<file path="src/rtl/dmux_route_seq.sv">
// Routing-request sequencer feeding a 1:4 demux: buffers {addr, data} requests in a FIFO and
// presents each one on A/din for HOLD cycles, with din forced low whenever nothing is live.
module dmux_route_seq #(
    parameter int unsigned DEPTH = 4,
    parameter int unsigned HOLD  = 1,
    parameter int unsigned LW    = $clog2(DEPTH) + 1
) (
    input  logic          clk,
    input  logic          rst,
    input  logic          in_valid,
    output logic          in_ready,
    input  logic [1:0]    in_addr,
    input  logic          in_data,
    output logic [1:0]    A,
    output logic          din,
    output logic          out_valid,
    output logic [LW-1:0] level
);

    localparam int unsigned PW = $clog2(DEPTH);
    localparam int unsigned CW = (HOLD > 1) ? $clog2(HOLD) : 1;

    localparam logic [LW-1:0] LevelFull = LW'(DEPTH);
    localparam logic [CW-1:0] CntReload = CW'(HOLD - 1);

    typedef enum logic [0:0] {
        StIdle,
        StDrive
    } state_e;

    state_e state_q, state_d;

    logic [2:0]    mem_q [DEPTH];
    logic [PW-1:0] wptr_q, rptr_q;
    logic [LW-1:0] level_q, level_d;
    logic [CW-1:0] cnt_q, cnt_d;
    logic [1:0]    a_q, a_d;
    logic          din_q, din_d;
    logic          valid_q, valid_d;

    logic          push;
    logic          pop;
    logic          has_item;
    logic [2:0]    head;

    // Ready comes from the registered level only, so a full FIFO stalls even on a pop cycle.
    assign in_ready = (level_q != LevelFull);
    assign push     = in_valid && in_ready;
    assign has_item = (level_q != '0);
    assign head     = mem_q[rptr_q];

    // ------------------------------------------------------------------
    // Output FSM: state register
    // ------------------------------------------------------------------
    always_ff @(posedge clk) begin
        if (rst) begin
            state_q <= StIdle;
        end else begin
            state_q <= state_d;
        end
    end

    // ------------------------------------------------------------------
    // Output FSM: next state
    // ------------------------------------------------------------------
    always_comb begin
        state_d = state_q;
        unique case (state_q)
            StIdle: begin
                if (has_item) begin
                    state_d = StDrive;
                end
            end
            StDrive: begin
                if ((cnt_q == '0) && !has_item) begin
                    state_d = StIdle;
                end
            end
            default: state_d = StIdle;
        endcase
    end

    // ------------------------------------------------------------------
    // Output FSM: pop decision and next values of the registered outputs
    // ------------------------------------------------------------------
    always_comb begin
        pop     = 1'b0;
        cnt_d   = cnt_q;
        a_d     = a_q;
        din_d   = din_q;
        valid_d = valid_q;
        unique case (state_q)
            StIdle: begin
                valid_d = 1'b0;
                din_d   = 1'b0;
                if (has_item) begin
                    pop           = 1'b1;
                    {a_d, din_d}  = head;
                    valid_d       = 1'b1;
                    cnt_d         = CntReload;
                end
            end
            StDrive: begin
                if (cnt_q != '0) begin
                    cnt_d = cnt_q - CW'(1);
                end else if (has_item) begin
                    pop          = 1'b1;
                    {a_d, din_d} = head;
                    valid_d      = 1'b1;
                    cnt_d        = CntReload;
                end else begin
                    // A keeps its last select so the demux never sees a spurious address change.
                    valid_d = 1'b0;
                    din_d   = 1'b0;
                end
            end
            default: begin
                valid_d = 1'b0;
                din_d   = 1'b0;
            end
        endcase
    end

    // ------------------------------------------------------------------
    // FIFO occupancy
    // ------------------------------------------------------------------
    always_comb begin
        level_d = level_q;
        unique case ({push, pop})
            2'b10:   level_d = level_q + LW'(1);
            2'b01:   level_d = level_q - LW'(1);
            default: level_d = level_q;
        endcase
    end

    // Storage carries no reset; occupancy and pointers alone define what is valid.
    always_ff @(posedge clk) begin
        if (push) begin
            mem_q[wptr_q] <= {in_addr, in_data};
        end
    end

    always_ff @(posedge clk) begin
        if (rst) begin
            wptr_q  <= '0;
            rptr_q  <= '0;
            level_q <= '0;
            cnt_q   <= '0;
            a_q     <= '0;
            din_q   <= 1'b0;
            valid_q <= 1'b0;
        end else begin
            if (push) begin
                wptr_q <= wptr_q + PW'(1);
            end
            if (pop) begin
                rptr_q <= rptr_q + PW'(1);
            end
            level_q <= level_d;
            cnt_q   <= cnt_d;
            a_q     <= a_d;
            din_q   <= din_d;
            valid_q <= valid_d;
        end
    end

    assign A         = a_q;
    assign din       = din_q;
    assign out_valid = valid_q;
    assign level     = level_q;

endmodule
</file>
<file path="config.mk">
export PLATFORM = sky130hd
export DESIGN_NAME = dmux_route_seq
export DESIGN_NICKNAME = d
export VERILOG_FILES = /design/src/rtl/dmux_route_seq.sv
export SDC_FILE = /design/constraint.sdc
export NUM_CORES = 1
export LEC_CHECK = 0
export ABC_AREA = 1
export CAP_MARGIN = 30
export CORE_AREA = 2 2 46 59
export CTS_CLUSTER_DIAMETER = 80
export DETAILED_ROUTE_END_ITERATION = 16
export DIE_AREA = 0 0 48 61
export PLACE_DENSITY = 0.66
export SKIP_LAST_GASP = 1
export SLEW_MARGIN = 30
export SYNTH_ARGS = -nofsm -noshare
export SYNTH_HDL_FRONTEND = slang
export SYNTH_SLANG_ARGS = --single-unit
</file>
<file path="constraint.sdc">
create_clock -name clk -period 2.77 [get_ports clk]
set_clock_uncertainty 0.2 [all_clocks]
set_input_delay 0.554 -clock clk [delete_from_list [all_inputs] [get_ports clk]]
set_output_delay 0.554 -clock clk [all_outputs]
set_load 0.03 [all_outputs]
</file>
==> tab_implementation.tex, run 1 <==
\begin{tabular}{lr}
\hline
Metric & Value \\
\hline
\multicolumn{2}{l}{\textbf{Outcome}} \\
\quad Run status & finished clean \\
\multicolumn{2}{l}{\textbf{Clocking}} \\
\quad Post-CTS setup-driven buffer insertion count & 0 \\
\quad Post-CTS Hold Buffers & 0 \\
\quad Clock tree from TritonCTS & done \\
\quad Number of clock buffers inserted by TritonCTS & 3 \\
\quad Post-CTS resize count & 0 \\
\quad Root Buffer Master & clkbuf\_4 \\
\quad Maximum number of buffers from clock root to sink & 2 \\
\quad Clock edge transition at the registers on the reported setup and hold paths & between 0.1 and 0.15 ns \\
\quad Sink count of the clock tree & 25 \\
\quad Number of H-tree levels & 1 \\
\quad Insertion delay of the later-clocked pin in the worst-skew pair & just over 0.3 ns \\
\multicolumn{2}{l}{\textbf{Pwr}} \\
\quad Leak & approximately 0.52 nW \\
\quad Max rail drop VDD & slightly below 0.5 mV \\
\quad Power per cell area & about 1000 mW/mm\^{}2 \\
\multicolumn{2}{l}{\textbf{Cells and area}} \\
\quad Total inserted antenna cells & 0 \\
\quad Fill count & between 200 and 250 \\
\quad Growth of design area from synthesis to finish & 17.86\% \\
\quad Sequential cell area & just over 600 sq um \\
\quad Area of the multi-input gates & 351.6 sq um \\
\quad Share of cells above drive strength 1 & 5.469\% \\
\quad Number of nets in the finished design & 140 \\
\multicolumn{2}{l}{\textbf{Synth}} \\
\quad Fraction of synthesized area in multiplexers & 0\% \\
\quad Main combinational cell family by area after synthesis & simple AND/OR/NAND/NOR gates \\
\quad Synth Cell Area & between 0.001 and 0.0015 sq mm \\
\quad Number of distinct library cells after synthesis & 16 \\
\quad Cell type with the highest aggregate area in the netlist & edfxtp\_1 \\
\quad Commonest cells in the netlist & nor2\_1 (21), inv\_1 (18), dfxtp\_1 (13), edfxtp\_1 (12), nand2\_1 (12) \\
\quad Net count of the mapped netlist & roughly 120 \\
\quad Share of the yosys chip area belonging to registers & about three fifths \\
\quad FFs w/ async S/R, synth & 0\% \\
\quad Simple-gate area share of the yosys netlist & $\sim$17\% \\
\quad Synthesized-area fraction occupied by adder cells & under 10\% \\
\quad Number of enable flip-flop cells after synthesis & 12 \\
\quad Fraction of the mapped netlist area in compound gates & approximately 9.8\% \\
\quad Most common cell in the synthesized netlist & nor2\_1 \\
\quad Average size of a mapped cell & 9.384 sq um \\
\quad Count of yosys warnings during synthesis & 0 \\
\quad XOR/XNOR Fraction of Synth Area & 0\% \\
\quad Post-synth top area share & 34.29\% \\
\quad Post-Synthesis Cells & about 110 \\
\quad Number of storage elements in the synthesis netlist & 25 \\
\quad Top post-synthesis cells by area & edfxtp\_1 (34\%), dfxtp\_1 (25\%), nor2\_1 (7.5\%) \\
\quad Dominant register cell in the synthesized netlist & dfxtp\_1 \\
\multicolumn{2}{l}{\textbf{Placement}} \\
\quad Routability Congestion & roughly 0.76 \\
\quad DP Worst Slack & slightly below 0.4 ns \\
\quad HPWL after DPL & roughly 1.4 mm \\
\quad Number of port buffers & 13 \\
\multicolumn{2}{l}{\textbf{STA}} \\
\quad RSZ-0062 raised after global routing & no \\
\quad Least-Margin Pin Slew & about 0.31 ns \\
\quad Final count of pins violating max slew & 0 \\
\quad Final critical-path share of the clock period & a little over four fifths \\
\quad Max Freq & between 400 and 500 MHz \\
\quad Shortest clock period the worst path allows after layout & around 2.4 ns \\
\quad Fin worst setup slack & approximately 0.42 ns \\
\quad Setup-violating endpoint count in the final report & 0 \\
\quad Final Hold Fails & 0 \\
\quad Sum Neg Setup Slack & 0 ns \\
\quad Max\_slew headroom & about four fifths \\
\multicolumn{2}{l}{\textbf{Global route}} \\
\quad Maximum number of pins on one net before global-route repair & 15 \\
\quad Number of antenna violations at the first check in global routing & 0 \\
\quad Wire length of the first global-routing pass & about 2.9 mm \\
\quad Total congestion overflow after global routing & 0 \\
\quad Global Route Usage Sum & a little over an eighth \\
\quad Vias in the first global route & slightly above 700 \\
\multicolumn{2}{l}{\textbf{Drt}} \\
\quad Via density & between 4 and 5 \\
\quad TritonRoute pass-1 iters & 4 \\
\quad Starting DRC count in detailed routing & 18 \\
\quad Count of antenna-violating nets left after detailed routing & 0 \\
\quad Residual DRC count & 0 \\
\quad Total length of routed wires & about 1.8 mm \\
\quad Routed wirelength normalized by instance count & 10.88 microns \\
\quad Via count & 748 \\
\multicolumn{2}{l}{\textbf{Critical path}} \\
\quad Critical path class & register to output port \\
\quad Standard cell with the maximum stage delay on the critical path & clkdlybuf4s50\_1 \\
\quad Kind of start point of the critical path & register \\
\quad Maximum fanout along the worst path & 5 \\
\quad Slowest Stage Delay on Critical Path & 0.67 ns \\
\quad Critical Path, Cell by Cell & nor2\_2 -> nand2\_1 -> clkdlybuf4s50\_1 \\
\quad Family of cells with the greatest summed delay on the critical path & buffers and inverters \\
\quad Worst R2R Setup Slack & approximately 0.85 ns \\
\quad Critical path endpoint category & output port \\
\quad Req. time, crit path & 2.02 ns \\
\quad CP Data Arrival Time & around 1.6 ns \\
\quad Worst path buffer plus inverter count & 1 \\
\multicolumn{2}{l}{\textbf{Floorplanning}} \\
\quad Initial Util & 44.21\% \\
\quad Die H & roughly 60 microns \\
\quad Number of placement rows & 20 \\
\quad DIE WIDTH & 48 microns \\
\quad Core Box Area & roughly 0.0024 sq mm \\
\quad Die ar. & 0.002928 sq mm \\
\quad Count of boundary I/O pins & 14 \\
\multicolumn{2}{l}{\textbf{Run}} \\
\quad Number of max-cap violations & 0 \\
\multicolumn{2}{l}{\textbf{Min path}} \\
\quad Hold crit path type & register to register \\
\hline
\end{tabular}
[final cells by class]
| class | instances | area share, % |
|---|---|---|
| Clock inverter | 1 | 0.4040 |
| Inverter | 18 | 5.455 |
| Clock buffer | 3 | 1.818 |
| Sequential cell | 25 | 50.10 |
| Tap cell | 33 | 3.333 |
| Multi-Input combinational cell | 68 | 28.38 |
| Timing Repair Buffer | 13 | 10.51 |
[kinds of logic (layout without fill, tap and decap cells)]
| family | Yosys count | in the layout |
|---|---|---|
| AOI/OAI and AO/OA | 20 | 20 |
| adders and majority gates | 5 | 5 |
| buffers and inverters | 19 | 35 |
| DFF | 25 | 25 |
| and+or+nand+nor | 43 | 43 |
[worst min-delay path: cells and delay by family, from the launching register on]
kind | cells | cell delay (ns)
AOI/OAI and AO/OA | 1 | 0.07
buffers and inverters | 1 | 0.06
DFF | 1 | 0.32
[worst paths after layout]
| kind | endpoint | startpoint | cells past startpoint |
|---|---|---|---|
| max reg2reg | level[1]$_SDFFE_PP0P_ | level[0]$_SDFFE_PP0P_ | 6 |
| min reg2reg | register | rptr_q[1]$_SDFFE_PP0N_ | 2 |
| min | register | rptr_q[1]$_SDFFE_PP0N_ | 2 |
| max | in_ready | level[0]$_SDFFE_PP0P_ | 3 |
[registers in the layout, indices dropped and copies added (netlist names), named ones only]
register	flops
wptr_q	2
A	2
rptr_q	2
mem_q	12
din	1
level	3
out_valid	1
[placed cells by master, fill, tap and decap left out]
cell,n
nand2_2,2
nand4_1,1
nand3_1,6
clkbuf_4,3
a21boi_0,1
nand2_1,12
o21ai_1,4
nor2_2,1
clkinv_2,1
nor2_1,21
o21ai_0,9
inv_1,18
dfxtp_1,13
clkdlybuf4s50_1,13
edfxtp_1,12
fa_1,1
ha_1,4
a21oi_1,6
[through the flow]
step	instance area (sq um)	utilization (%)	hold WS [ns]	total power [mW]	instances
3_5_place_dp	1211	50.95	0.2623	1.110	157
2_1_floorplan	1051	-	0.2419	0.9526	112
4_1_cts	1239	52.11	0.2866	1.265	161
5_1_grt	1239	52.11	0.3155	1.356	161
3_3_place_gp	1211	50.95	0.2542	1.084	157
6_report	1239	52.11	0.2867	1.260	161
[per-layer routing]
metal	track usage, %	wire length [microns]	vias up	part of all wire, %
li1	-	-	389	-
met1	17.61	775	349	44
met2	23.05	920	10	53
met3	2.679	56	0	3.2
met4	3.475	0	0	0
met5	0	0	-	0
[power breakdown]
| part | leakage [nW] | internal (mW) | switching [mW] |
|---|---|---|---|
| clock network | 0.0177 | 0.0539 | 0.104 |
| registers | 0.218 | 0.481 | 0.0670 |
| logic | 0.282 | 0.208 | 0.346 |
| total | 0.518 | 0.743 | 0.517 |
No activity file was read; power rests on OpenSTA's default activity.
==> run 2, diff against run 1 <==
==> constraint.sdc (replaced) <==
create_clock -name clk -period 2.45 [get_ports clk]
set_clock_uncertainty 0.2 [all_clocks]
set_input_delay 0.49 -clock clk [delete_from_list [all_inputs] [get_ports clk]]
set_output_delay 0.49 -clock clk [all_outputs]
set_load 0.03 [all_outputs]
==> run 2 against run 1 <==
Compared with the run above:
- clock power up 16%
- setup slack worse by 0.25 ns
- critical path depth unchanged
- cell count unchanged
- sequential share of layout area down 0.10 points
- largest cell class unchanged
- flip-flop and latch count unchanged
- combinational power up 13%
- largest power group unchanged
- global-route usage down 0.17 points
==> tab_implementation.tex, run 2 (synthesis gave the netlist of run 1 again) <==
\begin{tabular}{lr}
\hline
Metric & Value \\
\hline
\multicolumn{2}{l}{\textbf{Outcome}} \\
\quad Run status & finished clean \\
\multicolumn{2}{l}{\textbf{Floorplanning}} \\
\quad Core Box Area & 0.002377 sq mm (unchanged) \\
\quad DIE WIDTH & 48 microns (unchanged) \\
\quad Count of boundary I/O pins & 14 (unchanged) \\
\quad Number of placement rows & 20 (unchanged) \\
\quad Die ar. & 0.002928 sq mm (unchanged) \\
\quad Die H & 61 microns (unchanged) \\
\quad Initial Util & 44.21\% (unchanged) \\
\multicolumn{2}{l}{\textbf{Global route}} \\
\quad Vias in the first global route & 669 (-5.8\%) \\
\quad Maximum number of pins on one net before global-route repair & 16 (+1) \\
\quad Global Route Usage Sum & 13.49\% (-0.17 points) \\
\quad Wire length of the first global-routing pass & 2.732 mm (-5.9\%) \\
\quad Total congestion overflow after global routing & 0 (unchanged) \\
\quad Number of antenna violations at the first check in global routing & 0 (unchanged) \\
\multicolumn{2}{l}{\textbf{Cells and area}} \\
\quad Sequential cell area & 620.6 sq um (unchanged) \\
\quad Share of cells above drive strength 1 & 5.469\% (unchanged) \\
\quad Register bank with the most flops & mem\_q \\
\quad Area of the multi-input gates & 351.6 sq um (unchanged) \\
\quad Utilization after layout & 52.21\% (+0.11 points) \\
\quad Total inserted antenna cells & 0 (unchanged) \\
\quad Growth of design area from synthesis to finish & 18.10\% \\
\quad Fill count & 229 (-0.43\%) \\
\quad Largest register FFs & 12 (unchanged) \\
\quad Commonest non-fill, non-tap cell in the layout & nor2\_1 \\
\quad Number of nets in the finished design & 140 (unchanged) \\
\quad Commonest non-fill, non-tap cells in the layout & nor2\_1 (21), inv\_1 (18), dfxtp\_1 (13), clkdlybuf4s50\_1 (13) \\
\multicolumn{2}{l}{\textbf{Drt}} \\
\quad Via density & 4.714 (+1.5\%) \\
\quad Residual DRC count & 0 (unchanged) \\
\quad Routed wirelength normalized by instance count & 10.93 microns (+0.46\%) \\
\quad TritonRoute pass-1 iters & 4 (unchanged) \\
\quad Starting DRC count in detailed routing & 9 (-9) \\
\quad Via count & 759 (+1.5\%) \\
\quad Count of antenna-violating nets left after detailed routing & 0 (unchanged) \\
\quad Total length of routed wires & 1.760 mm (+0.46\%) \\
\multicolumn{2}{l}{\textbf{STA}} \\
\quad Max\_slew headroom & 79.27\% (about the same) \\
\quad RSZ-0062 raised after global routing & no \\
\quad Least-Margin Pin Slew & 0.3100 ns (+0.0005673 ns) \\
\quad Max Freq & between 400 and 500 MHz \\
\quad Final Hold Fails & 0 (unchanged) \\
\quad Final count of pins violating max slew & 0 (unchanged) \\
\quad Shortest clock period the worst path allows after layout & 2.281 ns \\
\quad Setup-violating endpoint count in the final report & 0 (unchanged) \\
\quad Final critical-path share of the clock period & between 90 and 100\% \\
\quad Sum Neg Setup Slack & 0 ns (unchanged) \\
\multicolumn{2}{l}{\textbf{Placement}} \\
\quad HPWL after DPL & 1.343 mm (-0.80\%) \\
\quad Routability Congestion & 0.7639 (unchanged) \\
\quad Number of port buffers & 13 (unchanged) \\
\multicolumn{2}{l}{\textbf{Clocking}} \\
\quad Post-CTS setup-driven buffer insertion count & 0 (unchanged) \\
\quad Insertion delay of the later-clocked pin in the worst-skew pair & 0.32 ns (about the same) \\
\quad Maximum number of buffers from clock root to sink & 2 (unchanged) \\
\quad Post-CTS Hold Buffers & 0 (unchanged) \\
\quad Number of H-tree levels & 1 (unchanged) \\
\quad Number of clock buffers inserted by TritonCTS & 3 (unchanged) \\
\quad Clock edge transition at the registers on the reported setup and hold paths & 0.14 ns (about the same) \\
\quad Root Buffer Master & clkbuf\_4 \\
\quad Post-CTS resize count & 0 (unchanged) \\
\quad Clock tree from TritonCTS & done \\
\quad Sink count of the clock tree & 25 (unchanged) \\
\multicolumn{2}{l}{\textbf{Pwr}} \\
\quad Leak & 0.5142 nW (-0.73\%) \\
\quad Power per cell area & 1154 mW/mm\^{}2 (+13\%) \\
\quad Max rail drop VDD & 0.5045 mV (+3.6\%) \\
\multicolumn{2}{l}{\textbf{Run}} \\
\quad Number of max-cap violations & 0 (unchanged) \\
\multicolumn{2}{l}{\textbf{Critical path}} \\
\quad Critical path class & register to output port \\
\quad Req. time, crit path & 1.76 ns (-0.26 ns) \\
\quad Kind of start point of the critical path & register \\
\quad Maximum fanout along the worst path & 4 (-1) \\
\quad CP Data Arrival Time & 1.59 ns (about the same) \\
\quad Critical path endpoint category & output port \\
\multicolumn{2}{l}{\textbf{Min path}} \\
\quad Hold crit path type & register to register \\
\hline
\end{tabular}
[run 2: cell count changes in the layout (fill, tap and decap cells not counted)]
cell / before / now
clkinv_2: 1 / 0
clkinvlp_4: 0 / 1
[run 2: final timing paths]
| path | start | end | slack (ns) | cells after the start |
|---|---|---|---|---|
| worst max-delay path | level[1]$_SDFFE_PP0P_ | in_ready | 0.17 | 3 |
| worst min-delay path | rptr_q[1]$_SDFFE_PP0N_ | register | 0.28 | 2 |
| worst max register to register | level[2]$_SDFFE_PP0P_ | level[1]$_SDFFE_PP0P_ | 0.54 | 6 |
| worst min register to register | rptr_q[1]$_SDFFE_PP0N_ | register | 0.28 | 2 |
[run 2: layout make-up]
| class | instances | share of cell area, % |
|---|---|---|
| multi-input cells | 68 | 28.33 |
| flip-flops and latches | 25 | 50.00 |
| clock buffers | 3 | 1.815 |
| inverters | 18 | 5.444 |
| well taps | 33 | 3.327 |
| clock inverters | 1 | 0.6048 |
| repair buffers | 13 | 10.48 |
[run 2: per-layer routing]
metal,wire [microns],GRT usage [%]
met4,29,5.792
met2,931,22.86
met3,53,2.679
met1,746,16.13
met5,0,0
[run 2: report_power, final]
part           switching, mW  leakage [nW]  internal, mW
combinational          0.393         0.282         0.235
clock                  0.122        0.0139        0.0623
sequential            0.0763         0.218         0.544
total                  0.591         0.514         0.842
[run 2: worst max-delay path, stage by stage (launching register included)]
cell and delay, ns:
dfxtp_1 0.44, nor2_2 0.07, nand2_1 0.09, clkdlybuf4s50_1 0.67
[run 2: metrics by stage]
stage / power [mW] / hold slack, ns / setup WS [ns] / instances / cell area, sq um
after floorplan: 1.077 / 0.2419 / 0.5792 / 112 / 1051
after global placement: 1.226 / 0.2542 / 0.1817 / 157 / 1211
after detailed placement: 1.255 / 0.2619 / 0.1313 / 157 / 1211
after CTS: 1.443 / 0.2842 / 0.1560 / 161 / 1241
after global routing: 1.549 / 0.3173 / 0.09824 / 161 / 1241
final: 1.433 / 0.2838 / 0.1688 / 161 / 1241
